$ cat src/rtl/cic_interpolator_if.sv
// Sample-stream bundle for the CIC interpolator: low-rate input handshake and high-rate output.
interface cic_interpolator_if #(
    parameter int unsigned DATA_WIDTH = 16,
    parameter int unsigned OUT_WIDTH  = 22
);
    logic                         in_valid;
    logic signed [DATA_WIDTH-1:0] in_data;
    logic                         in_ready;
    logic                         out_valid;
    logic signed [OUT_WIDTH-1:0]  out_data;

    modport master (
        output in_valid,
        output in_data,
        input  in_ready,
        input  out_valid,
        input  out_data
    );

    modport slave (
        input  in_valid,
        input  in_data,
        output in_ready,
        output out_valid,
        output out_data
    );
endinterface

$ cat src/rtl/cic_interpolator.sv
// N-stage CIC interpolator: combs run at the input rate, zero-stuffing by R, integrators at en rate.
module cic_interpolator #(
    parameter int unsigned DATA_WIDTH = 16,
    parameter int unsigned N          = 3,
    parameter int unsigned R          = 4,
    parameter int unsigned M          = 1
) (
    input  logic             clk,
    input  logic             rst,
    input  logic             en,
    input  logic             clr_underflow,
    output logic             underflow,
    cic_interpolator_if.slave bus
);
    localparam int unsigned OUT_WIDTH = DATA_WIDTH + N * $clog2(R * M);
    localparam int unsigned PH_W      = $clog2(R);

    logic [PH_W-1:0]      ph_q, ph_d;
    logic [OUT_WIDTH-1:0] dly_q   [N][M];
    logic [OUT_WIDTH-1:0] dly_d   [N][M];
    logic [OUT_WIDTH-1:0] integ_q [N];
    logic [OUT_WIDTH-1:0] integ_d [N];
    logic                 out_valid_q;
    logic                 underflow_q, underflow_d;
    logic                 slot;
    logic [OUT_WIDTH-1:0] comb_x;
    logic [OUT_WIDTH-1:0] u;

    assign slot          = en & ~rst & (ph_q == '0);
    assign bus.in_ready  = slot;
    assign bus.out_data  = integ_q[N-1];
    assign bus.out_valid = out_valid_q;
    assign underflow     = underflow_q;

    always_comb begin
        // A slot without data is processed as a zero sample.
        comb_x = bus.in_valid
               ? {{(OUT_WIDTH - DATA_WIDTH){bus.in_data[DATA_WIDTH-1]}}, bus.in_data}
               : '0;
        for (int k = 0; k < N; k++) begin
            dly_d[k][0] = slot ? comb_x : dly_q[k][0];
            for (int j = 1; j < M; j++) begin
                dly_d[k][j] = slot ? dly_q[k][j-1] : dly_q[k][j];
            end
            comb_x = comb_x - dly_q[k][M-1];
        end
        u = slot ? comb_x : '0;

        integ_d[0] = en ? integ_q[0] + u : integ_q[0];
        for (int k = 1; k < N; k++) begin
            integ_d[k] = en ? integ_q[k] + integ_q[k-1] : integ_q[k];
        end

        ph_d = ph_q;
        if (en) begin
            ph_d = (ph_q == PH_W'(R - 1)) ? '0 : ph_q + 1'b1;
        end

        // Set wins over clear.
        underflow_d = underflow_q;
        if (slot && !bus.in_valid) begin
            underflow_d = 1'b1;
        end else if (clr_underflow) begin
            underflow_d = 1'b0;
        end
    end

    always_ff @(posedge clk) begin
        if (rst) begin
            ph_q        <= '0;
            out_valid_q <= 1'b0;
            underflow_q <= 1'b0;
            for (int k = 0; k < N; k++) begin
                integ_q[k] <= '0;
                for (int j = 0; j < M; j++) begin
                    dly_q[k][j] <= '0;
                end
            end
        end else begin
            ph_q        <= ph_d;
            out_valid_q <= en;
            underflow_q <= underflow_d;
            for (int k = 0; k < N; k++) begin
                integ_q[k] <= integ_d[k];
                for (int j = 0; j < M; j++) begin
                    dly_q[k][j] <= dly_d[k][j];
                end
            end
        end
    end
endmodule

$ cat src/flat_wrapper.sv
// flat-port wrapper written by rule: the top's interface ports become plain ports
module cic_interpolator_flat 
#(
    parameter int unsigned DATA_WIDTH = 16,
    parameter int unsigned N          = 3,
    parameter int unsigned R          = 4,
    parameter int unsigned M          = 1
)
  (clk, rst, en, clr_underflow, underflow, bus_in_valid, bus_in_data, bus_in_ready, bus_out_valid, bus_out_data);
  cic_interpolator_if #(.DATA_WIDTH(DATA_WIDTH), .OUT_WIDTH(22)) bus_i ();
  input  logic clk;
  input  logic rst;
  input  logic en;
  input  logic clr_underflow;
  output logic underflow;
  input wire logic [$bits(bus_i.in_valid)-1:0] bus_in_valid;
  input wire logic [$bits(bus_i.in_data)-1:0] bus_in_data;
  output wire logic [$bits(bus_i.in_ready)-1:0] bus_in_ready;
  output wire logic [$bits(bus_i.out_valid)-1:0] bus_out_valid;
  output wire logic [$bits(bus_i.out_data)-1:0] bus_out_data;
  assign bus_i.in_valid = bus_in_valid;
  assign bus_i.in_data = bus_in_data;
  assign bus_in_ready = bus_i.in_ready;
  assign bus_out_valid = bus_i.out_valid;
  assign bus_out_data = bus_i.out_data;
  cic_interpolator #(.DATA_WIDTH(DATA_WIDTH), .N(N), .R(R), .M(M)) u_core (.clk(clk), .rst(rst), .en(en), .clr_underflow(clr_underflow), .underflow(underflow), .bus(bus_i));
endmodule
$ cat config.mk
export PLATFORM = sky130hd
export DESIGN_NAME = cic_interpolator_flat
export DESIGN_NICKNAME = d
export VERILOG_FILES = /design/src/rtl/cic_interpolator_if.sv /design/src/rtl/cic_interpolator.sv /design/src/flat_wrapper.sv
export SDC_FILE = /design/constraint.sdc
export NUM_CORES = 1
export LEC_CHECK = 0
export CORE_MARGIN = 10
export CORE_UTILIZATION = 60
export CTS_BUF_LIST = sky130_fd_sc_hd__clkbuf_4 sky130_fd_sc_hd__clkbuf_8
export CTS_CLUSTER_SIZE = 8
export DETAILED_ROUTE_END_ITERATION = 7
export PLACE_DENSITY = 0.79
export SLEW_MARGIN = 20
export SYNTH_ARGS = -nofsm -noshare
export SYNTH_HDL_FRONTEND = slang
export SYNTH_SLANG_ARGS = --single-unit
$ cat constraint.sdc
create_clock -name clk -period 8.4 [get_ports clk]
set_input_delay 0.84 -clock clk [delete_from_list [all_inputs] [get_ports clk]]
set_output_delay 0.84 -clock clk [all_outputs]
set_load 0.005 [all_outputs]
-- After elaboration in Yosys (flattened, before gate mapping)
Memories as Yosys holds them, arrays and structs flattened.
Cells that the tools add are included.
- $add $sub $neg: 7
- multiplexer cells: 20
- reductions and logical operators: 4
- equality and inequality tests: 1
- bitwise operators: 9
- operators with widths (kind ; count):
    2-to-1 mux 22 bit ; 14
    adder 22 bit ; 3
    subtractor 22 bit ; 3
    bitwise OR 1 bit ; 6
    2-to-1 mux 1 bit ; 5
    adder 2 x 1 -> 2 bit, second input constant ; 1
    AND 1 bit ; 2
    equality test 2 bit, second input constant ; 1
    logical NOT 2 bit ; 1
    2-to-1 mux 2 bit ; 1
    nonzero test 2 bit ; 1
    logical AND 1 bit ; 1
    logical NOT 1 bit ; 1
    NOT 1 bit ; 1
- output and inout port bits: 25
- memories: 2
- bits in writable memories: 132
- input port bits: 21
- bits in registers: 4
- memories (name ; depth ; bits a word ; read ports ; clocked after Yosys merged registers in ; wr ports ; RTL line ; text):
    u_core.dly_q ; 3 ; 22 ; 3 ; 0 ; 3 ; cic_interpolator.sv:19 ; logic [OUT_WIDTH-1:0] dly_q [N][M];
    u_core.integ_q ; 3 ; 22 ; 3 ; 0 ; 3 ; cic_interpolator.sv:21 ; logic [OUT_WIDTH-1:0] integ_q [N];

-- Depth between registers and ports, before layout
Gate-level depths: netlist of the first run.
- depth after elaboration: 8
- depth in mapped cells: 40

-- Worst setup path before layout of the first run
OpenSTA, ideal clock, no wires.
- path type: input port to flip-flop
- from: input port bus_in_valid
- to: memory u_core.integ_q[0][21]
- stages on the path: 40
- data required time: 8.277 ns
- path slack: 0.660 ns
- buffers on the path: 1
- library setup time: 0.123 ns
- data arrival time: 7.617 ns
- path through: clkbuf_1 nand2_1 ha_1 inv_1 fa_1 a21o_1 a21oi_1 o21bai_1 a21oi_1 o21bai_1 a21oi_1 o21bai_1 a21oi_1 xnor2_1 ha_1 nand3_1 nand2_1 a41o_1 [... 4 more ...] ha_1 a21oi_1 o21ai_0 or3_1 nor4b_2 nor2_1 a21o_1 a21oi_1 xor2_1 nor2_1 ha_1 and3_1 nand3_1 nand3_1 o41a_1 nand4b_1 o21a_1 mux2_1
- RTL lines (item ; RTL line ; text):
    from (decl) ; flat_wrapper.sv:16 ; input wire logic [$bits(bus_i.in_valid)-1:0] bus_in_valid;
    to (decl) ; cic_interpolator.sv:21 ;

==> key figures, run 1 <==
Run status
  – Status: finished clean

CTS
  – H-tree depth: 4
  – Hold-fix buffers, CTS: 0
  – Clk pin slew, worst setup/hold paths: 0.08 ns
  – Max Root-Sink Buffers: 2
  – Worst skew pair latency: 0.46 ns
  – CTS buffer count: 17
  – Clock sinks: 130
  – CTS Root Cell: clkbuf_8
  – CTS tree: done

Route
  – Drt first-iter violations: 514
  – Via density: 5.73
  – DRT Pass-1 Iters: 5
  – Drt drc: 0
  – Routed Antenna Nets: 0
  – WL/cell: 13.8 um
  – Final WL: 21.5 mm
  – Vias: 8908

Logic synthesis
  – Avg Inst Size Synth: 8.02 um^2
  – Post-synth top area cell: dfxtp_1
  – Post-Syn Nets: 1446
  – Synth warnings: 0
  – Yosys cell types: 69
  – Top cells by area, synth: dfxtp_1 (25%), ha_1 (15%), xnor2_1 (5.5%)
  – Synthesized flop and latch total: 130
  – Sequential area share after synthesis: 25.1%
  – Post-synth top area share: 25.1%
  – Mapped cell area: 10400 um^2
  – Top FF cell, synth: dfxtp_1
  – EDFF count, synth: 0
  – Ys async rst share: 0%
  – Mapped Cells: 1296

Timing
  – Setup WS post-layout: 0.618 ns
  – Finish-stage setup viols: 0
  – Final Critical Period: 7.78 ns
  – Fin. Hold Viols: 0
  – Peak Freq: 0.129 GHz
  – Slew of the pin with the lowest slew margin: 1.02 ns
  – RSZ-0062 raised after global routing: false
  – Clock skew: 0.0104 ns
  – Part of the cycle the worst path needs: 92.6%
  – Setup total negative slack: 0 ns
  – Slew headroom: 31.6%
  – Max-slew violation count: 0

Placed design
  – Worst slack at placement: -0.113 ns
  – DP HPWL: 15.5 mm
  – Placed inst area: 10900 um^2
  – Number of port buffers: 45
  – Routability congestion estimate: 0.879

Final layout
  – P&R area growth vs syn: 9.80%
  – Design Area, Final: 11400 um^2
  – Final nets: 1466
  – Fillcell total: 1464
  – Layout cell share with drive strength beyond 1: 5.57%
  – Fin util: 66.6%
  – ANT cells: 0

Pwr
  – Power Density: 301 nW/um^2
  – Pwr Total: 3.43 mW
  – Static Leak: 5.17 nW
  – VDD IR-drop max: 0.222 mV

Worst setup path
  – Worst r2r src: u_core.dly_q[0][0]$_SDFFE_PP0P_
  – Worst Path Arrival: 8.13 ns
  – Worst-path cell with the longest stage delay: fa_1
  – Highest cell delay on the worst timing path: 0.43 ns
  – Setup CP Type: in2reg
  – Worst path most repeated cell: a21oi_2
  – WP data required: 8.75 ns
  – Critical Path End Type: flop
  – Crit-path max FO: 7
  – Crit. Startpoint: bus_in_data[0]
  – CP Launch Type: input port

Hold path
  – Worst Hold Launch: u_core.dly_q[0][40]$_SDFFE_PP0P_
  – Worst hold-check path type: reg2reg

Run
  – MaxCap Viol Count: 0

Die
  – Core box area: 17100 um^2
  – Die height: 152 um
  – Initial core utilization: 60.7%
  – Full die area: 23000 um^2
  – Site row count: 48
  – # IOs: 46
  – Floorplan die width: 152 um

Global route
  – Largest net degree at the start of global routing: 68
  – Tot GR Track Use: 19.1%
  – Initial antenna violation count: 0
  – First-pass GRT wire length: 37.4 mm
  – Grt ovf: 0
  – Number of global-route vias before repair: 8583
-- final timing paths --
path | endpoint | slack (ns) | depth (start not counted)
hold reg to reg | u_core.dly_q[0][40]$_SDFFE_PP0P_ | 0.48 | 1
setup / recovery | u_core.integ_q[0][21]$_SDFFE_PP0P_ | 0.62 | 40
hold / removal | u_core.dly_q[0][40]$_SDFFE_PP0P_ | 0.48 | 1
setup reg to reg | u_core.integ_q[0][21]$_SDFFE_PP0P_ | 1.16 | 38
-- power breakdown --
group          switching, mW  internal, mW  total (mW)
sequential            0.0627         0.717       0.780
clock                  0.252         0.330       0.582
combinational           1.14         0.932        2.07
-- critical path: cells and delay by family --
family | cells | cell delay [ns]
XOR/XNOR | 3 | 0.50
AO/OA/AOI/OAI | 17 | 2.90
AND/OR/NAND/NOR | 11 | 1.50
adder cells (fa/ha/maj) | 5 | 1.57
multiplexers | 1 | 0.31
buffers and inverters | 3 | 0.53
-- per-layer routing --
metal  part of all wire, %  vias to the layer above  GRT usage [%]
li1                      -                     4636              -
met1                    47                     4141           23.1
met2                    49                      111           33.8
met3                   3.1                       20           3.50
met4                   1.2                        0           5.43
met5                     0                        -              0
-- Yosys cell counts, drive strengths merged, types with 3 or more instances --
cell type,instances
inv,98
o31a,4
a41o,4
fa,6
clkbuf,36
o211ai,4
o311ai,3
nor3b,3
nand2,91
a211o,5
a21boi,8
a21oi,82
a2111oi,4
o41a,4
or2,4
nor3,32
nand2b,14
and3,13
nor2,149
o21a,24
nor4,6
and2,19
nand3,22
a22o,6
o31ai,52
o21ai,50
o41ai,3
a21o,46
a31oi,9
xor2,24
buf,26
a211oi,17
dfxtp,130
nand4,7
o21bai,8
or3,4
mux2i,42
xnor2,65
nor2b,22
ha,123
-- cell usage in the layout (no fill, tap or decap), types with 5 or more instances in the layout --
master             n
o31ai_1           52
and2_1            19
dfxtp_1          130
nand2_1           90
inv_1             97
nor2b_1           22
a21oi_1           77
o21a_1            24
xor2_1            24
clkbuf_8          21
nor3_1            32
a211o_1            5
o21ai_0           47
nor4_1             6
a21oi_2            5
a21o_1            46
a31oi_1            9
a211oi_1          14
a21boi_0           8
fa_1               6
o21bai_1           8
nand2b_1          14
mux2i_1           41
nand3_1           22
nor2_1           149
buf_4             19
xnor2_1           65
clkdlybuf4s50_1   42
nand4_1            7
ha_1             122
a22o_1             6
and3_1            13
-- registers in the layout, indices dropped and copies added (netlist names) --
signal                count
u_core.integ_q           66
u_core.dly_q             60
u_core.ph_q               2
u_core.bus.out_valid      1
u_core.underflow          1
-- per-stage QoR --
stage / hold WS, ns / std cells
after floorplan: 0.442 / 1296
after global placement: 0.459 / 1522
after detailed placement: 0.460 / 1522
after CTS: 0.483 / 1554
after global routing: 0.496 / 1554
final: 0.477 / 1554
-- final cells by class --
type,count,area [um^2],share of cell area (%)
inverter,99,373,3.27
tap,225,282,2.47
multi-input combinational,1005,7140,62.6
timing repair buffer,63,581,5.09
clock buffer,23,304,2.67
clock inverter,9,128,1.12
sequential,130,2600,22.8
-- cells by family (layout without fill, tap and decap cells) --
family | Yosys count | count (layout) | synth area share (%)
compound gates | 348 | 348 | 22.9
xor+xnor | 89 | 89 | 7.50
fa+ha+maj | 129 | 129 | 16.0
buf+inv | 161 | 194 | 6.61
flops | 130 | 130 | 25.1
mux | 43 | 43 | 4.19
simple gates | 396 | 396 | 17.7
-- what timing repair did --
| action | in CTS | in global routing |
|---|---|---|
| setup buffers | 0 | 0 |
| endpoints found under the hold margin | 0 | 0 |
| endpoints found under the setup margin | 0 | 3 |
| gates resized for setup | 0 | 12 |
(Power assumes the default switching activity.)
==> inputs of run 2 (changes only) <==
--- a/config.mk
+++ b/config.mk
@@ -7,10 +7,10 @@
 export LEC_CHECK = 0
 export CORE_MARGIN = 10
 export CORE_UTILIZATION = 60
-export CTS_BUF_LIST = sky130_fd_sc_hd__clkbuf_4 sky130_fd_sc_hd__clkbuf_8
 export CTS_CLUSTER_SIZE = 8
 export DETAILED_ROUTE_END_ITERATION = 7
 export PLACE_DENSITY = 0.79
+export SKIP_LAST_GASP = 1
 export SLEW_MARGIN = 20
 export SYNTH_ARGS = -nofsm -noshare
 export SYNTH_HDL_FRONTEND = slang
==> key figures, run 2 (synthesis gave the netlist of run 1 again) <==
Die
  – Die height: 152 um (unchanged)
  – # IOs: 46 (unchanged)
  – Site row count: 48 (unchanged)
  – Full die area: 23000 um^2 (unchanged)
  – Initial core utilization: 60.7% (unchanged)
  – Core box area: 17100 um^2 (unchanged)
  – Floorplan die width: 152 um (unchanged)

Placed design
  – Worst slack at placement: -0.113 ns (unchanged)
  – Routability congestion estimate: 0.879 (unchanged)
  – Number of port buffers: 45 (unchanged)
  – DP HPWL: 15.5 mm (unchanged)

Worst setup path
  – Critical Path End Type: flop
  – Highest cell delay on the worst timing path: 0.43 ns (about the same)
  – Worst r2r src: u_core.dly_q[0][0]$_SDFFE_PP0P_
  – Worst Path Arrival: 8.12 ns (about the same)
  – Setup CP Type: in2reg
  – CP Launch Type: input port
  – Worst-path cell with the longest stage delay: fa_1
  – Worst path most repeated cell: a21oi_2
  – Crit-path max FO: 7 (unchanged)
  – WP data required: 8.71 ns (-0.04 ns)
  – FF-to-FF path depth: 38 (unchanged)
  – Reg-to-reg critical path endpoint: u_core.integ_q[0][21]$_SDFFE_PP0P_
  – Worst R2R Setup Slack: 1.16 ns (about the same)

Timing
  – Max-slew violation count: 0 (unchanged)
  – Setup total negative slack: 0 ns (unchanged)
  – Slew headroom: 30.9% (-0.70 points)
  – Clock skew: 0.00625 ns (-0.00411 ns)
  – Part of the cycle the worst path needs: 93.0% (+0.39 points)
  – Peak Freq: 0.128 GHz (-0.42%)
  – Slew of the pin with the lowest slew margin: 1.03 ns (+0.0105 ns)
  – Finish-stage setup viols: 0 (unchanged)
  – Final Critical Period: 7.81 ns (+0.0328 ns)
  – Setup WS post-layout: 0.585 ns (-0.0328 ns)
  – Fin. Hold Viols: 0 (unchanged)

Hold path
  – Worst hold-check path type: reg2reg
  – Worst Hold Launch: u_core.dly_q[0][39]$_SDFFE_PP0P_
  – Hold path depth: 2 (+1)
  – Hold EP: u_core.dly_q[0][39]$_SDFFE_PP0P_

Global route
  – Largest net degree at the start of global routing: 68 (unchanged)
  – Number of global-route vias before repair: 8606 (+0.27%)
  – Grt ovf: 0 (unchanged)
  – Initial antenna violation count: 0 (unchanged)
  – Tot GR Track Use: 19.2% (+0.16 points)
  – First-pass GRT wire length: 37.7 mm (+0.85%)

CTS
  – Max Root-Sink Buffers: 2 (unchanged)
  – Clock sinks: 130 (unchanged)
  – CTS Root Cell: clkbuf_16
  – CTS buffer count: 17 (unchanged)
  – CTS tree: done
  – Worst skew pair latency: 0.42 ns (-0.04 ns)
  – H-tree depth: 4 (unchanged)
  – Setup bufs post-CTS: 0 (unchanged)
  – Clk pin slew, worst setup/hold paths: 0.06 ns (-0.02 ns)

Route
  – DRT Pass-1 Iters: 5 (unchanged)
  – Met1 WL: 10.3 mm (+1.6%)
  – Via density: 5.76 (+0.49%)
  – Final WL: 21.8 mm (+1.5%)
  – Met3 WL: 601 um (-11%)
  – Vias: 8952 (+0.49%)
  – Drt drc: 0 (unchanged)
  – Top layer in use: met4
  – WL/cell: 14.1 um (+1.5%)
  – Routed Antenna Nets: 0 (unchanged)
  – WL met2: 10.8 mm (+2.7%)
  – Drt first-iter violations: 454 (-12%)

Final layout
  – Fillcell total: 1409 (-3.8%)
  – Final nets: 1466 (unchanged)
  – Most frequent cells in the layout: nor2_1 (149), dfxtp_1 (130), ha_1 (122)
  – ANT cells: 0 (unchanged)
  – Biggest regs: u_core.integ_q: 66 flops, u_core.dly_q: 60 flops, u_core.ph_q: 2 flops
  – Most common cell after layout, fill and taps aside: nor2_1
  – Layout cell share with drive strength beyond 1: 5.42% (-0.15 points)
  – Top reg by flops: u_core.integ_q
  – Max reg flops: 66 (unchanged)
  – P&R area growth vs syn: 11.6%

Pwr
  – Power Density: 314 nW/um^2 (+4.3%)
  – Pwr Total: 3.64 mW (+6.0%)
  – Static Leak: 5.25 nW (+1.6%)
  – VDD IR-drop max: 0.273 mV (+23%)

Run
  – MaxCap Viol Count: 0 (unchanged)

Run status
  – Status: finished clean
[run 2: cell types whose count changed in the layout (fill, tap and decap cells not counted)]
cell	delta
clkbuf_1	+2
clkbuf_16	+17
clkbuf_4	-2
clkbuf_8	-17
[run 2: worst max path at each step]
stage | endpoint | slack [ns] | from | depth (start not counted)
global placement | u_core.integ_q[0][21]$_SDFFE_PP0P_ | 0.16 | bus_in_valid | 40
finish | u_core.integ_q[0][21]$_SDFFE_PP0P_ | 0.59 | bus_in_data[0] | 40
floorplan | u_core.integ_q[0][21]$_SDFFE_PP0P_ | 0.66 | bus_in_valid | 40
CTS | u_core.integ_q[0][21]$_SDFFE_PP0P_ | 0.28 | bus_in_valid | 40
global route | u_core.integ_q[0][21]$_SDFFE_PP0P_ | -0.02 | bus_in_data[0] | 40
detailed placement | u_core.integ_q[0][21]$_SDFFE_PP0P_ | -0.11 | bus_in_valid | 40
[run 2: routing by layer]
| layer | global-route usage, % | up-vias |
|---|---|---|
| met4 | 5.29 | 0 |
| met1 | 23.3 | 4172 |
| met5 | 0 | - |
| met3 | 3.12 | 17 |
| met2 | 34.4 | 127 |
| li1 | - | 4636 |
[run 2: layout make-up]
type                            instances  area [um^2]  share of cell area, %
Inverter                               99          373                   3.22
Clock inverter                          9          128                   1.10
Clock buffer                           23          488                   4.21
Tap cell                              225          282                   2.43
Sequential cell                       130         2600                   22.5
Multi-Input combinational cell       1005         7140                   61.6
Timing Repair Buffer                   63          581                   5.01
[run 2: through the flow]
stage	cells	util [%]	hold WS, ns	cell area [um^2]
floorplan	1296	-	0.442	10400
global route	1554	67.7	0.493	11600
finish	1554	67.7	0.475	11600
detailed placement	1522	63.9	0.460	10900
CTS	1554	67.5	0.478	11500
global placement	1522	63.9	0.459	10900
[run 2: power by group]
part           leakage (nW)  total [mW]  internal, mW  switching, mW
Clock                 0.295       0.774         0.496          0.278
Sequential             1.06       0.781         0.718         0.0632
Combinational          3.89        2.08         0.933           1.15
[run 2: worst max-delay path: cells and delay by family]
kind | cells | cell delay (ns)
AO/OA/AOI/OAI | 17 | 2.89
buffers and inverters | 3 | 0.54
adder cells (fa/ha/maj) | 5 | 1.57
AND/OR/NAND/NOR | 11 | 1.50
multiplexers | 1 | 0.31
XOR/XNOR | 3 | 0.49
[run 2: timing repair]
item	in CTS	in global routing
hold buffers	0	0
endpoints found under the setup margin	0	4
gates resized for setup	0	12
